==> config.mk <==
export PLATFORM = sky130hd
export DESIGN_NAME = mic_fir_filter
export DESIGN_NICKNAME = d
export VERILOG_FILES = /design/src/rtl/mic_fir_filter.sv
export SDC_FILE = /design/constraint.sdc
export NUM_CORES = 2
export LEC_CHECK = 0
export ABC_AREA = 1
export CORE_MARGIN = 3
export CORE_UTILIZATION = 58
export CTS_CLUSTER_SIZE = 12
export DETAILED_ROUTE_END_ITERATION = 8
export PLACE_DENSITY = 0.83
export SKIP_LAST_GASP = 1
export SYNTH_ARGS = -nofsm -noshare
export SYNTH_HDL_FRONTEND = slang
export SYNTH_SLANG_ARGS = --single-unit
==> constraint.sdc <==
create_clock -name CLK -period 20 [get_ports CLK]
set_input_delay 4 -clock CLK [delete_from_list [all_inputs] [get_ports CLK]]
set_output_delay 4 -clock CLK [all_outputs]
set_load 0.05 [all_outputs]
==> src/rtl/mic_fir_filter.sv <==
// ---------------------------------------------------------------------------
// mic_fir_filter
//
// Dual-channel (left/right) FIR stage for the microphone path. One sample
// pair is filtered at a time by a single multiply-accumulate per channel,
// stepping through the taps one per cycle. Coefficients live in two banks:
// the active bank feeds the MAC while the host refills the shadow bank, and
// a swap makes the freshly loaded bank active.
//
// Ports:
//   CLK            system clock
//   RESET          synchronous, active-high reset
//   sample_in      {left[31:16], right[15:0]}, signed 16-bit samples
//   sample_ready   1-cycle strobe, sample_in valid this cycle
//   coef_data      signed coefficient word for the shadow bank
//   load_coef      write coef_data at the shadow write pointer
//   change_filter  request to swap active and shadow banks
//   fir_left_data  filtered left, saturated to 16 bits, sign-extended
//   fir_right_data filtered right, same format
//   out_valid      1-cycle strobe, new fir_*_data this cycle
//   busy           high while a sample is being filtered
//   active_bank    index of the bank used for filtering
//   overrun        sticky, a sample arrived while busy and was dropped
// ---------------------------------------------------------------------------
module mic_fir_filter #(
    parameter int TAPS      = 16,
    parameter int COEF_FRAC = 15,
    parameter int ACC_W     = 40
) (
    input  logic        CLK,
    input  logic        RESET,
    input  logic [31:0] sample_in,
    input  logic        sample_ready,
    input  logic [15:0] coef_data,
    input  logic        load_coef,
    input  logic        change_filter,
    output logic [31:0] fir_left_data,
    output logic [31:0] fir_right_data,
    output logic        out_valid,
    output logic        busy,
    output logic        active_bank,
    output logic        overrun
);

    localparam int            KW     = $clog2(TAPS);
    localparam logic [KW-1:0] K_LAST = KW'(TAPS - 1);

    localparam logic signed [ACC_W-1:0] SAT_MAX = ACC_W'(32767);
    localparam logic signed [ACC_W-1:0] SAT_MIN = -ACC_W'(32768);

    typedef enum logic [1:0] {
        S_IDLE,
        S_MAC,
        S_DONE
    } state_t;

    state_t state;
    state_t state_next;

    logic [KW-1:0] k_idx;
    logic [KW-1:0] wptr;
    logic          swap_pending;

    logic signed [15:0] hist_l  [TAPS];
    logic signed [15:0] hist_r  [TAPS];
    logic signed [15:0] coef_b0 [TAPS];
    logic signed [15:0] coef_b1 [TAPS];

    logic signed [ACC_W-1:0] acc_l;
    logic signed [ACC_W-1:0] acc_r;

    logic signed [15:0] coef_k;
    logic signed [31:0] prod_l;
    logic signed [31:0] prod_r;

    logic accept;
    logic drop;
    logic swap_now;
    logic swap_pending_next;

    // Scale back from Q-format and clamp to the signed 16-bit range.
    function automatic logic [31:0] scale_sat(input logic signed [ACC_W-1:0] a);
        logic signed [ACC_W-1:0] r;
        r = a >>> COEF_FRAC;
        if (r > SAT_MAX)
            return 32'h0000_7FFF;
        else if (r < SAT_MIN)
            return 32'hFFFF_8000;
        else
            return {{16{r[15]}}, r[15:0]};
    endfunction

    assign busy = (state != S_IDLE);

    // ------------------------------------------------------------------
    // Next-state logic
    // ------------------------------------------------------------------
    // NOTE: every signal written here gets a default first, so no path
    // leaves it unassigned and no latch is inferred.
    always_comb begin
        state_next = state;
        case (state)
            S_IDLE:  if (sample_ready) state_next = S_MAC;
            S_MAC:   if (k_idx == K_LAST) state_next = S_DONE;
            S_DONE:  state_next = S_IDLE;
            default: state_next = S_IDLE;
        endcase
    end

    // ------------------------------------------------------------------
    // Control decodes and the per-tap products
    // ------------------------------------------------------------------
    always_comb begin
        accept = (state == S_IDLE) && sample_ready;
        drop   = (state != S_IDLE) && sample_ready;

        // A swap is immediate only when the datapath is idle and no sample
        // is starting; otherwise it waits for the end of the current sample
        // so every tap of that sample sees the same bank.
        swap_now = ((state == S_IDLE) && change_filter && !sample_ready) ||
                   ((state == S_DONE) && (swap_pending || change_filter));

        swap_pending_next = swap_pending;
        if (swap_now)
            swap_pending_next = 1'b0;
        else if (change_filter)
            swap_pending_next = 1'b1;

        coef_k = active_bank ? coef_b1[k_idx] : coef_b0[k_idx];
        prod_l = 32'(hist_l[k_idx]) * 32'(coef_k);
        prod_r = 32'(hist_r[k_idx]) * 32'(coef_k);
    end

    // ------------------------------------------------------------------
    // State, datapath and coefficient storage
    // ------------------------------------------------------------------
    // NOTE: all state here uses non-blocking assignments so every register
    // samples the pre-edge values, independent of statement order.
    always_ff @(posedge CLK) begin
        if (RESET) begin
            state          <= S_IDLE;
            k_idx          <= '0;
            wptr           <= '0;
            swap_pending   <= 1'b0;
            acc_l          <= '0;
            acc_r          <= '0;
            fir_left_data  <= '0;
            fir_right_data <= '0;
            out_valid      <= 1'b0;
            active_bank    <= 1'b0;
            overrun        <= 1'b0;
            // NOTE: the coefficient banks and history lines are cleared on
            // reset on purpose: a filter restarted after reset must not mix
            // in stale samples or taps from before it.
            for (int i = 0; i < TAPS; i++) begin
                hist_l[i]  <= '0;
                hist_r[i]  <= '0;
                coef_b0[i] <= '0;
                coef_b1[i] <= '0;
            end
        end else begin
            state        <= state_next;
            out_valid    <= (state == S_DONE);
            swap_pending <= swap_pending_next;

            if (accept) begin
                for (int i = TAPS - 1; i > 0; i--) begin
                    hist_l[i] <= hist_l[i-1];
                    hist_r[i] <= hist_r[i-1];
                end
                hist_l[0] <= sample_in[31:16];
                hist_r[0] <= sample_in[15:0];
                acc_l     <= '0;
                acc_r     <= '0;
                k_idx     <= '0;
            end

            if (state == S_MAC) begin
                acc_l <= acc_l + ACC_W'(prod_l);
                acc_r <= acc_r + ACC_W'(prod_r);
                if (k_idx != K_LAST)
                    k_idx <= k_idx + 1'b1;
            end

            if (state == S_DONE) begin
                fir_left_data  <= scale_sat(acc_l);
                fir_right_data <= scale_sat(acc_r);
            end

            if (drop)
                overrun <= 1'b1;

            // The write targets the bank that is shadow before any swap in
            // this cycle, so a simultaneous load and swap publishes the word.
            if (load_coef) begin
                if (active_bank)
                    coef_b0[wptr] <= coef_data;
                else
                    coef_b1[wptr] <= coef_data;
            end

            if (swap_now) begin
                active_bank <= ~active_bank;
                wptr        <= '0;
            end else if (load_coef) begin
                wptr <= (wptr == K_LAST) ? '0 : wptr + 1'b1;
            end
        end
    end

endmodule

# After elaboration in Yosys (flattened, before gate mapping)
# Memory sizes are Yosys's and may differ from the RTL's. A register that Yosys moved wholly into a read port is not among the register bits.
# Index checks and enable logic that the tools add are counted.
# W data, S select, Z words.
dict set report word_totals {
  reg_bits 158
  ram_bits 1024
  wordCells 150
  n_memories 4
}
# name depth word_bits read_ports rd_clocked_by_memory_dff write_ports line_no
set mem_list {}
lappend mem_list {coef_b0 16 16 1 1 16 66} ;# logic signed [15:0] coef_b0 [TAPS];
lappend mem_list {coef_b1 16 16 1 1 16 67} ;# logic signed [15:0] coef_b1 [TAPS];
lappend mem_list {hist_l 16 16 16 1 16 64} ;# logic signed [15:0] hist_l [TAPS];
lappend mem_list {hist_r 16 16 16 1 16 65} ;# logic signed [15:0] hist_r [TAPS];
dict set report op_classes {
  n_addsub 4
  n_mul 2
  n_lt_le_gt_ge 4
  eq_ne 7
  mux 70
  n_bitwise 33
  reduce_logical 15
}
# cell count
set op_table {}
lappend op_table {{$mux W16} 35}
lappend op_table {{$mux W32} 4}
lappend op_table {{$mux W40} 3}
lappend op_table {{$add A40 B32 Y40} 2}
lappend op_table {{$mul A16 B16 Y32} 2}
lappend op_table {{$gt A25 B16 Y1 const B} 2}
lappend op_table {{$lt A25 B16 Y1 const B} 2}
lappend op_table {{$mux W4} 10}
lappend op_table {{$or A1 B1 Y1} 32}
lappend op_table {{$reduce_or A16 Y1} 2}
lappend op_table {{$mux W1} 15}
lappend op_table {{$add A4 B1 Y4 const B} 2}
lappend op_table {{$eq A4 B4 Y1 const B} 2}
lappend op_table {{$logic_and A1 B1 Y1} 5}
lappend op_table {{$mux W2} 2}
lappend op_table {{$ne A2 B2 Y1 const B} 2}
lappend op_table {{$ne A4 B4 Y1 const B} 1}
lappend op_table {{$pmux W2 S2} 1}
lappend op_table {{$reduce_bool A2 Y1} 2}
lappend op_table {{$eq A2 B1 Y1 const B} 1}
lappend op_table {{$eq A2 B2 Y1 const B} 1}
lappend op_table {{$logic_not A2 Y1} 1}
lappend op_table {{$logic_or A1 B1 Y1} 2}
lappend op_table {{$reduce_and A2 Y1} 1}
lappend op_table {{other kinds (3)} 3}

# Longest topological paths before layout
dict set report depth {
  ltp_word 6
  depth_mapped 40
  mapped_depth_nobuf 36
}

# Worst setup path before layout
# OpenSTA, ideal clock, no wires.
dict set report synth_path {
  path_type {in2reg}
  from {input port RESET}
  to {memory hist_l[0][0] (enable)}
  arrival_ps 13096
  t_required_ps 16354
  path_slack_ps 3258
  stages 5
  n_path_buf 3
  path_cell_list {clkbuf_1 inv_1 clkbuf_1 clkbuf_1 nand2_1}
}
# element line_no
set synth_lines {}
lappend synth_lines {{start: declaration} 31} ;# input logic RESET,
lappend synth_lines {{end: declaration} 64}

==> results.cfg <==
[cells_and_area]
nFillCells = 10400
fin_cells = 10100
mostFrequentLayoutCells = 1733 x nor2_1, 1556 x inv_1, 1024 x edfxtp_1
register_area_um2 = 33300
final_common_cell = nor2_1
syn_to_final_growth_pct = 7.21
diodes = 0
final_nets = 9251
drive_gt1_frac = 0.0373
multi_input_area_um2 = 35500

[synthesis]
yosys_warnings = 0
synthesis.nets = 9404
async_flop_share = 0
yosys.cell_types.count = 50
synth_seq_cells = 1150
synth_edf_count = 1024
synth.avg_cell_area_um2 = 9.09
synthFlopType = edfxtp_1
synth_cells = 8456
yosysSeqAreaShare = 0.433
mappedNetlistArea_um2 = 76900

[global_routing]
grt_pass1_vias = 59800
overflow = 0
globalRouteTotalUtil = 0.308
grt_antenna_before_repair = 2
grt_pass1_wl_mm = 330
grt_max_degree = 193

[clocking]
clock_sinks = 1150
postCtsSetupRepairBufs = 0
cts_buffer_depth = 3
path_clk_slew_ns = 0.07
cts_inserted_buffers = 118
clk_latency_ns = 0.76
tritoncts = built
cts_resized = 0
hold_buffers = 0
cts-root-buf = clkbuf_16
htree_levels = 3

[routing]
wl_mm = 209
drt-wirelength-per-cell_um = 20.7
drt_iter0_drc = 7487
route.detailed.drc = 0
ant_nets = 0
route.vias.total = 58900
drt-pass1-iter-count = 6
viasPerCell = 5.82

[placement]
io_buffers = 120
hpwl_mm = 140
gp_congestion = 1.02
dp_slack_ns = 9.75
dp.cells = 9925

[sta]
fin_worst_skew_ns = 0.0314
rsz0062_at_grt = no
tightestPinTransition_ns = 1.22
maxSlewViolCount = 0
hold_viol = 0
post-route-period-util = 0.525
setup_violations = 0
slew-limit-headroom = 0.187
whs_ns = 0.478
min_period_ns = 10.49
setup_ws_ns = 9.51
fmax_mhz = 95.3
fin_tns_setup_ns = 0

[setup_path]
worst_ep_arrival_time_ns = 11.06
start_kind = flop
critPathMaxStageDelay_ns = 0.97
crit_fanout = 84
critPathKind = reg -> reg
cp.required_ns = 20.57
worstSetupEndpointType = flop
slowest_stage = dfxtp_4

[floorplanning]
die_area_um2 = 137000
io_pins = 121
start_util = 0.589
fp.dieH_um = 370
rows = 132
die_w_um = 370
core-area_um2 = 130000

[status]
status = finished, final reports clean

[job]
max_cap_viol_count = 0

[worst_hold_path]
hold_path.class = reg -> reg
-- state kept, by name, summed over array words and instances (netlist names) --
signal and cells:
coef_b0 256, overrun 1, hist_r 256, hist_l 256
acc_l 40, active_bank 1, fir_left_data 16, fir_right_data 16
wptr 4, coef_b1 256, state 2, swap_pending 1
acc_r 40, k_idx 4, out_valid 1
-- Yosys cell counts (all sizes together) (2+ instances only) --
cell type / count / area share
nor2: 1738 / 0.085
inv: 1591 / 0.078
edfxtp: 1024 / 0.40
nand2: 912 / 0.045
fa: 660 / 0.17
o21ai: 625 / 0.041
a21oi: 484 / 0.032
nand3: 287 / 0.019
clkbuf: 241 / 0.012
ha: 235 / 0.038
buf: 231 / 0.017
dfxtp: 126 / 0.033
o22ai: 69 / 0.0056
o221ai: 51 / 0.0058
a31oi: 23 / 0.0039
nor3: 22 / 0.0016
nand4: 19 / 0.0015
o211ai: 17 / 0.0017
a22o: 14 / 0.0016
o21bai: 14 / 0.0014
or2: 14 / 0.0011
nand3b: 11 / 0.0011
a22oi: 10 / 0.00098
a21o: 8 / 0.00078
nor4: 4 / 0.00033
xnor2: 4 / 0.00046
a21boi: 3 / 0.00029
clkinv: 3 / 0.00015
o21a: 3 / 0.00029
xor2: 3 / 0.00034
and3: 2 / 0.00016
-- layout make-up --
| cell class | instances | area share |
|---|---|---|
| Inverter | 1594 | 0.0728 |
| Tap cell | 1742 | 0.0265 |
| Multi-Input combinational cell | 5240 | 0.430 |
| Timing Repair Buffer | 199 | 0.0222 |
| Clock inverter | 39 | 0.00554 |
| Sequential cell | 1150 | 0.404 |
| Clock buffer | 161 | 0.0386 |
-- critical path, delay by kind of cell, from the launching register on --
kind / cells / cell delay, ns
fa+ha+maj: 7 / 3.78
buf+inv: 9 / 2.71
simple gates: 11 / 1.99
flops: 1 / 0.97
compound gates: 4 / 0.78
-- per-stage QoR --
stage | cell area (um^2) | util
after floorplan | 76900 | -
after global placement | 78800 | 0.604
after detailed placement | 78800 | 0.604
after CTS | 82400 | 0.631
after global routing | 82400 | 0.631
final | 82400 | 0.631
-- layer usage --
metal / part of all wire / routed length [um] / global-route usage
met1: 0.37 / 77900 / 0.409
met2: 0.47 / 97700 / 0.493
met3: 0.11 / 23200 / 0.0626
met4: 0.050 / 10400 / 0.134
met5: 0.000081 / 17 / 0
-- cell families after synthesis --
kind of cell,count (synthesis),share of synthesized area
flops,1150,0.433
xor+xnor,7,0.000798
simple gates,3010,0.155
buf+inv,2066,0.106
compound gates,1327,0.0952
fa+ha+maj,895,0.210
mux,1,0.000147
-- worst paths after layout --
| check | startpoint | end | slack [ns] | cells after the start |
|---|---|---|---|---|
| worst max-delay path | k_idx[0]$_SDFF_PP0_ | acc_r[36]$_SDFFE_PP0P_ | 9.51 | 31 |
| worst min-delay path | acc_r[5]$_SDFFE_PP0P_ | acc_r[5]$_SDFFE_PP0P_ | 0.48 | 2 |
| worst max register to register | k_idx[0]$_SDFF_PP0_ | acc_r[36]$_SDFFE_PP0P_ | 9.51 | 31 |
| worst min register to register | acc_r[5]$_SDFFE_PP0P_ | acc_r[5]$_SDFFE_PP0P_ | 0.48 | 2 |
Power is not shown: default switching activity piles up to over one toggle a cycle in this logic, so the estimate is an artifact.
